## config.mk

```make
export PLATFORM = sky130hd
export DESIGN_NAME = mem_port_arbiter
export DESIGN_NICKNAME = d
export VERILOG_FILES = /design/src/rtl/mem_port_arbiter.sv
export SDC_FILE = /design/constraint.sdc
export NUM_CORES = 1
export LEC_CHECK = 0
export CAP_MARGIN = 30
export CORE_MARGIN = 4
export CORE_UTILIZATION = 38
export DETAILED_ROUTE_END_ITERATION = 12
export GPL_TIMING_DRIVEN = 0
export PLACE_DENSITY = 0.86
export SETUP_SLACK_MARGIN = 0.4
export SLEW_MARGIN = 15
export SYNTH_ARGS = -nofsm -noshare
export SYNTH_HDL_FRONTEND = slang
export SYNTH_SLANG_ARGS = --single-unit
```

## constraint.sdc

```tcl
create_clock -name clk -period 1.6 [get_ports clk]
set_input_delay 0.32 -clock clk [delete_from_list [all_inputs] [get_ports clk]]
set_output_delay 0.32 -clock clk [all_outputs]
set_load 0.02 [all_outputs]
```

## src/rtl/mem_port_arbiter.sv

```systemverilog
// Arbiter sharing one memory port between fetch (I) and data (D) requesters.
// Supports locked D read-modify-write sequences with starvation and lock bounds.
module mem_port_arbiter #(
    parameter int ADDR_WIDTH   = 32,
    parameter int DATA_WIDTH   = 32,
    parameter int D_STREAK_MAX = 4,
    parameter int LOCK_TIMEOUT = 64
) (
    input  logic                  clk,
    input  logic                  rst_n,
    input  logic                  i_req,
    input  logic [ADDR_WIDTH-1:0] i_addr,
    output logic                  i_done,
    output logic [DATA_WIDTH-1:0] i_rdata,
    input  logic                  d_req,
    input  logic                  d_wr,
    input  logic                  d_lock,
    input  logic [ADDR_WIDTH-1:0] d_addr,
    input  logic [DATA_WIDTH-1:0] d_wdata,
    output logic                  d_done,
    output logic [DATA_WIDTH-1:0] d_rdata,
    output logic                  mem_req,
    output logic [ADDR_WIDTH-1:0] mem_addr,
    output logic                  mem_wr,
    output logic [DATA_WIDTH-1:0] mem_wdata,
    input  logic [DATA_WIDTH-1:0] mem_rdata,
    input  logic                  mem_ready,
    output logic                  locked,
    output logic                  lock_err
);

    localparam int SW = $clog2(D_STREAK_MAX + 1);
    localparam int TW = $clog2(LOCK_TIMEOUT + 1);
    localparam logic [SW-1:0] STREAK_MAX = SW'(D_STREAK_MAX);
    localparam logic [TW-1:0] TMO_LAST   = TW'(LOCK_TIMEOUT - 1);

    localparam logic [2:0] S_IDLE   = 3'd0;
    localparam logic [2:0] S_I_ACC  = 3'd1;
    localparam logic [2:0] S_D_ACC  = 3'd2;
    localparam logic [2:0] S_RESP   = 3'd3;
    localparam logic [2:0] S_LOCKED = 3'd4;

    logic [2:0]            state_q, state_d;
    logic                  mem_req_q, mem_req_d;
    logic [ADDR_WIDTH-1:0] mem_addr_q, mem_addr_d;
    logic                  mem_wr_q, mem_wr_d;
    logic [DATA_WIDTH-1:0] mem_wdata_q, mem_wdata_d;
    logic                  i_done_q, i_done_d;
    logic [DATA_WIDTH-1:0] i_rdata_q, i_rdata_d;
    logic                  d_done_q, d_done_d;
    logic [DATA_WIDTH-1:0] d_rdata_q, d_rdata_d;
    logic                  locked_q, locked_d;
    logic                  lock_err_q, lock_err_d;
    logic                  lock_q, lock_d;
    logic [SW-1:0]         streak_q, streak_d;
    logic [TW-1:0]         tmo_q, tmo_d;

    logic grant_i;
    logic grant_d;

    // In LOCKED only D may win; in IDLE a saturated streak forces I.
    always_comb begin
        grant_i = 1'b0;
        grant_d = 1'b0;
        if (state_q == S_IDLE) begin
            if (d_req && !(i_req && streak_q == STREAK_MAX)) begin
                grant_d = 1'b1;
            end else if (i_req) begin
                grant_i = 1'b1;
            end
        end else if (state_q == S_LOCKED) begin
            grant_d = d_req;
        end
    end

    always_comb begin
        state_d     = state_q;
        mem_req_d   = mem_req_q;
        mem_addr_d  = mem_addr_q;
        mem_wr_d    = mem_wr_q;
        mem_wdata_d = mem_wdata_q;
        i_done_d    = 1'b0;
        i_rdata_d   = i_rdata_q;
        d_done_d    = 1'b0;
        d_rdata_d   = d_rdata_q;
        locked_d    = locked_q;
        lock_err_d  = lock_err_q;
        lock_d      = lock_q;
        streak_d    = streak_q;
        tmo_d       = tmo_q;

        unique case (state_q)
            S_IDLE: ;
            S_LOCKED: begin
                if (!d_req) begin
                    if (tmo_q == TMO_LAST) begin
                        state_d    = S_IDLE;
                        locked_d   = 1'b0;
                        lock_err_d = 1'b1;
                        tmo_d      = '0;
                    end else begin
                        tmo_d = tmo_q + 1'b1;
                    end
                end
            end
            S_I_ACC: begin
                if (mem_ready) begin
                    i_rdata_d = mem_rdata;
                    i_done_d  = 1'b1;
                    mem_req_d = 1'b0;
                    state_d   = S_RESP;
                end
            end
            S_D_ACC: begin
                if (mem_ready) begin
                    d_rdata_d = mem_wr_q ? '0 : mem_rdata;
                    d_done_d  = 1'b1;
                    mem_req_d = 1'b0;
                    state_d   = S_RESP;
                end
            end
            S_RESP: begin
                state_d  = lock_q ? S_LOCKED : S_IDLE;
                locked_d = lock_q;
            end
            default: state_d = S_IDLE;
        endcase

        if (grant_d) begin
            state_d     = S_D_ACC;
            mem_req_d   = 1'b1;
            mem_addr_d  = d_addr;
            mem_wr_d    = d_wr;
            mem_wdata_d = d_wdata;
            lock_d      = d_lock;
            tmo_d       = '0;
            if (!i_req) begin
                streak_d = '0;
            end else if (streak_q != STREAK_MAX) begin
                streak_d = streak_q + 1'b1;
            end
        end else if (grant_i) begin
            state_d     = S_I_ACC;
            mem_req_d   = 1'b1;
            mem_addr_d  = i_addr;
            mem_wr_d    = 1'b0;
            mem_wdata_d = '0;
            lock_d      = 1'b0;
            streak_d    = '0;
        end
    end

    always_ff @(posedge clk or negedge rst_n) begin
        if (!rst_n) begin
            state_q     <= S_IDLE;
            mem_req_q   <= 1'b0;
            mem_addr_q  <= '0;
            mem_wr_q    <= 1'b0;
            mem_wdata_q <= '0;
            i_done_q    <= 1'b0;
            i_rdata_q   <= '0;
            d_done_q    <= 1'b0;
            d_rdata_q   <= '0;
            locked_q    <= 1'b0;
            lock_err_q  <= 1'b0;
            lock_q      <= 1'b0;
            streak_q    <= '0;
            tmo_q       <= '0;
        end else begin
            state_q     <= state_d;
            mem_req_q   <= mem_req_d;
            mem_addr_q  <= mem_addr_d;
            mem_wr_q    <= mem_wr_d;
            mem_wdata_q <= mem_wdata_d;
            i_done_q    <= i_done_d;
            i_rdata_q   <= i_rdata_d;
            d_done_q    <= d_done_d;
            d_rdata_q   <= d_rdata_d;
            locked_q    <= locked_d;
            lock_err_q  <= lock_err_d;
            lock_q      <= lock_d;
            streak_q    <= streak_d;
            tmo_q       <= tmo_d;
        end
    end

    assign mem_req   = mem_req_q;
    assign mem_addr  = mem_addr_q;
    assign mem_wr    = mem_wr_q;
    assign mem_wdata = mem_wdata_q;
    assign i_done    = i_done_q;
    assign i_rdata   = i_rdata_q;
    assign d_done    = d_done_q;
    assign d_rdata   = d_rdata_q;
    assign locked    = locked_q;
    assign lock_err  = lock_err_q;

endmodule

```

After elaboration in Yosys (flattened, before gate mapping)
Index checks and enable logic that the tools add are counted.

word-level totals
  flip-flop bits (word level) = 148
  bits in latches = 0
  bits in writable memories = 0
  ROM bits = 0
  logic and storage cells = 89
  memories = 0

cells by class
  $add $sub $neg = 2
  multiply operators = 0
  divide/modulo/power cells = 0
  $lt $le $gt $ge = 0
  eq/ne operators = 15
  shift-type cells = 0
  multiplexer cells = 39
  bitwise logic cells = 1
  reduce and logical (&&, ||, !) cells = 18

operators with widths
  operator                                                                  number
  32-bit 2-to-1 mux                                                         5
  3-bit 2-to-1 mux                                                          10
  7-bit 2-to-1 mux                                                          4
  1-bit 2-to-1 mux                                                          18
  3-bit one-hot mux with 4 select lines                                     1
  2-bit AND reduction                                                       5
  7-bit by 1-bit adder with 7-bit output (second input constant)            1
  7-bit by 6-bit equality test with 1-bit output (second input constant)    1
  3-bit by 2-bit equality test with 1-bit output (second input constant)    2
  3-bit equality test (second input constant)                               2
  3-bit inequality test (second input constant)                             2
  3-bit AND reduction                                                       2
  2-bit nonzero test                                                        3
  3-bit nonzero test                                                        2
  2-bit by 1-bit inequality test with 1-bit output (second input constant)  2
  4-bit by 1-bit inequality test with 1-bit output (second input constant)  1
  4-bit by 3-bit inequality test with 1-bit output (second input constant)  1
  4-bit inequality test (second input constant)                             1
  4-bit AND reduction                                                       1
  3-bit by 1-bit adder with 3-bit output (second input constant)            1
  3-bit by 1-bit equality test with 1-bit output (second input constant)    1
  3-bit logical NOT                                                         1
  3-bit by 2-bit inequality test with 1-bit output (second input constant)  1
  1-bit logical AND                                                         2
  5 further kinds                                                           5

Logic depth before layout (Yosys ltp)
  depth after elaboration = 8
  mapped depth = 8
  gate-level depth less buffers = 6

Least setup slack after synthesis
No wires, ideal clock.

  path type = register -> register
  start = register streak_q[0]
  end = register mem_wdata_q[10] (netlist: mem_wdata[10])
  setup time = 0.121 ns
  data arrival time = 1.550 ns
  slack = -0.071 ns
  stages on the path, launching flop included = 8
  cell sequence = dfrtp_1 inv_1 ha_1 nand4b_2 and3_1 buf_2 buf_2 a22o_1

on the way
  longest elaborated chain between the ends = 7
  elaborated cells on any way between the ends = 10
  classes of those cells = 1 x eq/ne; 5 x mux; 4 x reduce/logical

RTL lines
  item                                                            RTL line  RTL
  start, declared                                                 55        logic [SW-1:0] streak_q, streak_d;
  start signal, assigned                                          182       streak_q <= streak_d;
  3-bit equality test *                                           66        if (d_req && !(i_req && streak_q == STREAK_MAX)) begin
  1-bit logical AND *                                             66
  1-bit logical NOT *                                             66
  1-bit logical AND *                                             66
  1-bit 2-to-1 mux                                                66
  1-bit 2-to-1 mux                                                65        if (state_q == S_IDLE) begin
  32-bit 2-to-1 mux / 2-bit nonzero test (equally long branches)  n/a
  end signal, assigned                                            174       mem_wdata_q <= mem_wdata_d;
  end, declared                                                   47        logic [DATA_WIDTH-1:0] mem_wdata_q, mem_wdata_d;

Mark *: on every way between the ends. The rest lies on a longest branch, timed or not.
A chain may end at the register's enable or synchronous reset.

Final worst setup path
  start = register state_q[0]
  end = register i_rdata_q[9] (netlist: i_rdata[9])

on the way
  longest elaborated chain between the ends = 2

RTL lines
  item                                            RTL line  RTL
  start, declared                                 43        logic [2:0] state_q, state_d;
  start signal, assigned                          170       state_q <= state_d;
  3-bit by 1-bit equality test with 1-bit output  92        unique case (state_q)
  2-bit AND reduction (no source line)            n/a
  end signal, assigned                            176       i_rdata_q <= i_rdata_d;
  end, declared                                   49        logic [DATA_WIDTH-1:0] i_rdata_q, i_rdata_d;

Every way passes these cells.

==> impl_results.md <==
* Growth of design area from synthesis to finish at 95.17%
* Antenna Nets Post-Route at 0
* Post-route clock skew at around 13 ps
* Worst Path Class, Setup: register to register
* Vias in the first global route at about 5600
* Overflow left after global routing at 0
* Post-synth top cells: sky130_fd_sc_hd__dfrtp_1 (148), sky130_fd_sc_hd__nand2b_1 (64), sky130_fd_sc_hd__nand2_1 (43)
* DRC errors left at 0
* Placer's final routability congestion estimate at between 0.7 and 0.8
* Worst hold slack across all endpoints at -110.0 ps
* Tightest slew margin relative to the limit at 0.5522
* Dominant combinational cell family by area after synthesis: compound AO/OA/AOI/OAI gates
* Combinational share of power at 0.569
* Data arrival time at the worst-slack endpoint at ~1900 ps
* Synth Area per Inst at roughly 12 µm²
* Final period demand of the worst path at roughly 1600 ps
* Required time reported for the critical path endpoint at 1900 ps
* Type of element capturing the critical path: register
* Met2 routing resource usage after global routing at 0.3670
* Power, Total at 0.02489 W
* Utilization after layout at 0.7664
* TritonCTS clock tree: yes
* Power Internal at around 0.016 W
* HPWL reported at the end of detailed placement at approximately 13000 µm
* Final setup vio count at 0
* Cell-by-cell listing of the critical path: nor2b_4 > and3b_2 > buf_8 > clkbuf_16 > mux2_4
* Net switching power at around 0.009 W
* 1st-pass router iterations at 4
* Total number of placement rows at 45
* Antenna violations before repair at 0
* Top-area cell type share of the netlist area at 0.6113
* All-layer global routing usage at 0.2067
* Number of synthesized register bits at 148
* Hold Fails Final Rpt at 82
* Worst hold path class: primary input to asynchronous set/reset pin
* Accumulated negative setup slack at 0 ps
* Proportion of power drawn by the clock network at 0.155
* Clock-pin slew on the worst setup and hold paths at approximately 60 ps
* Slew at the pin closest to its max-slew limit at between 600 and 700 ps
* Register share of total power at 0.276
* I/O pin cnt at roughly 270
* Detailed-route vias per instance at between 5 and 6
* Cell family contributing the most delay on the critical path: flip-flops
* Chip height at ~130 µm
* # nets final at roughly 1000
* Number of instances in the synthesized netlist at 486
* First-pass GRT wire length at a little under 30000 µm
* Mux share of post-synthesis cell area at 0.06134
* Startpoint type of the worst setup path: register
* Area of the core at about 15000 µm²
* Primary flip-flop cell chosen by synthesis mapping: sky130_fd_sc_hd__dfrtp_1
* Final slew viol count at 0
* Run status: complete, but fails checks
* Met3 usage at 0.05664
* Clock Latency Late Sink at roughly 420 ps
* Unrepaired setup endpoints after global routing: true
* Violated checks: negative hold slack
* Fraction of layout instances using a drive strength above 1 at 0.4928
* Leading post-synthesis cells by cell area: sky130_fd_sc_hd__dfrtp_1 (61%), sky130_fd_sc_hd__nand2b_1 (6.6%), sky130_fd_sc_hd__mux2_1 (5.9%)
* WL final at 23670 µm
* Count of input and output buffers at about 270
* Routed length per placed instance at about 21 µm
* Cell with the most instances after synthesis: sky130_fd_sc_hd__dfrtp_1
* Filler cell count in the final layout at 928
* Static power due to leakage at 5.414 nW
* Max-capacitance violation count at 0
* Simple-gate share of the synthesized area at 0.1245
* Number of enable flip-flop cells after synthesis at 0
* Syn_nets at between 600 and 700
* Maximum net fanout on the critical path at 5
* Share of the synthesized area in compound gates (AO/OA/AOI/OAI) at 0.1632
* GR Layer Usage met1 at 0.2450
* Cell type contributing the most total cell area after synthesis: sky130_fd_sc_hd__dfrtp_1
* Post-synthesis cell area at 6058 µm²
* Count of inserted antenna diode cells at 0
* Worst voltage drop across the vdd grid at 0.0009839 V
* Xor/xnor cell area share of the yosys netlist at 0.001446
* Final Instance Count excl. Fillers at roughly 1100
* Most utilized layer in the global route result: met2
* Initial DRC count at 296
* Number of CTS-inserted buffers at 17
* Pin count of the biggest net entering global routing at 84
* Share of total power consumed by net switching at 0.3718
* Async set-reset flop share out of synthesis at 1.000
* Power per unit of standard cell area at around 2100 nW/µm²
* Yosys warning count at 0
* Final worst path period share at 0.9961
* Clock Sinks at roughly 150
* Crit-path max cell delay at 440 ps
* Clock Tree Buf Depth at 2
* Fmax at roughly 630 MHz
* Number of H-tree levels at 4
* Starting utilization of the core area at 0.3927
* Via count at 5718
* Buffer and inverter count on the worst path at 2
* Portion of the post-synthesis area used by sequential elements at 0.6113
* Clock tree root buffer cell: sky130_fd_sc_hd__clkbuf_16
* Die ar. at 18030 µm²
* Die width at 134.3 µm
* Post-synth cell types at 43
* Adder-cell share of the synthesized area at 0.007848
* Inst Count DP at 965
* Slowest-stage cell, CP: sky130_fd_sc_hd__dfrtp_2
==> registers in the layout, summed over array words and instances, names as in the netlist, 3 cells and up <==
name and count:
state_q 3, d_rdata 32, streak_q 3, mem_addr 32, mem_wdata 32, tmo_q 7
i_rdata 32
==> what timing repair did <==
item	in CTS	in global routing
gates cloned	2	13
pin swaps	27	44
buffers inserted	36	62
hold endpoints to repair	82	82
endpoints found under the setup margin	282	282
resized for setup	696	319
==> final timing paths <==
path / cells after the start / start / slack (ps) / endpoint
max: 5 / state_q[0] / 6 / i_rdata[9]
min: 1 / rst_n / -110 / d_rdata[15]
max reg2reg: 5 / state_q[0] / 6 / i_rdata[9]
min reg2reg: 1 / lock_err / 500 / lock_err
max in group asynchronous: 2 / rst_n / 940 / mem_wr
min in group clk: 2 / d_req / 360 / state_q[2]
==> cell usage in the layout (no fill, tap or decap), types with 5 or more instances in the layout <==
master	count
sky130_fd_sc_hd__a22o_1	37
sky130_fd_sc_hd__buf_12	5
sky130_fd_sc_hd__buf_4	86
sky130_fd_sc_hd__buf_6	146
sky130_fd_sc_hd__buf_8	17
sky130_fd_sc_hd__clkbuf_1	5
sky130_fd_sc_hd__clkbuf_16	30
sky130_fd_sc_hd__clkdlybuf4s50_1	131
sky130_fd_sc_hd__dfrtp_1	144
sky130_fd_sc_hd__mux2_4	32
sky130_fd_sc_hd__nand2_1	10
sky130_fd_sc_hd__nand2_2	11
sky130_fd_sc_hd__nand2_4	22
sky130_fd_sc_hd__nand2b_1	64
sky130_fd_sc_hd__o21ai_1	16
sky130_fd_sc_hd__o21ai_2	21
sky130_fd_sc_hd__o221a_1	17
sky130_fd_sc_hd__o221a_4	14
==> power by group through the flow <==
stage / combinational [W] / clock [W] / sequential [W]
3_3_place_gp: 0.00950 / 0 / 0.00634
3_5_place_dp: 0.00971 / 0 / 0.00641
5_1_grt: 0.0149 / 0.00408 / 0.00705
4_1_cts: 0.0108 / 0.00385 / 0.00657
6_report: 0.0142 / 0.00386 / 0.00687
2_1_floorplan: 0.00332 / 0 / 0.00818
==> cells by family (layout without fill, tap and decap cells) <==
group | Yosys count | after routing
xor gates and xnor gates | 1 | 1
and+or+nand+nor | 138 | 138
AOI/OAI and AO/OA | 122 | 122
DFF | 148 | 148
muxes | 33 | 33
adders and majority gates | 4 | 4
buffers and inverters | 40 | 453
==> cell type report <==
cell class	count	area [µm²]	share of cell area
inverter	5	18.77	0.001587
tap	211	264.0	0.02233
timing repair buffer	381	4024	0.3403
clock inverter	11	102.6	0.008677
multi-input combinational	298	2856	0.2416
clock buffer	21	460.4	0.03894
buffer	35	389.1	0.03291
sequential	148	3709	0.3137
==> metal layers <==
metal / wire (µm) / vias to the layer above
met4: 683 / 0
li1: - / 2562
met3: 1586 / 55
met1: 8802 / 2865
met2: 12590 / 236
met5: 0 / -
==> metrics by stage <==
step / setup WS (ps) / cell area, µm²
6_report: 6.201 / 11820
5_1_grt: -54.81 / 11820
4_1_cts: 24.37 / 10390
3_5_place_dp: -781.9 / 9173
3_3_place_gp: -5831 / 9140
2_1_floorplan: 65.01 / 6203
(Power assumes the default switching activity.)
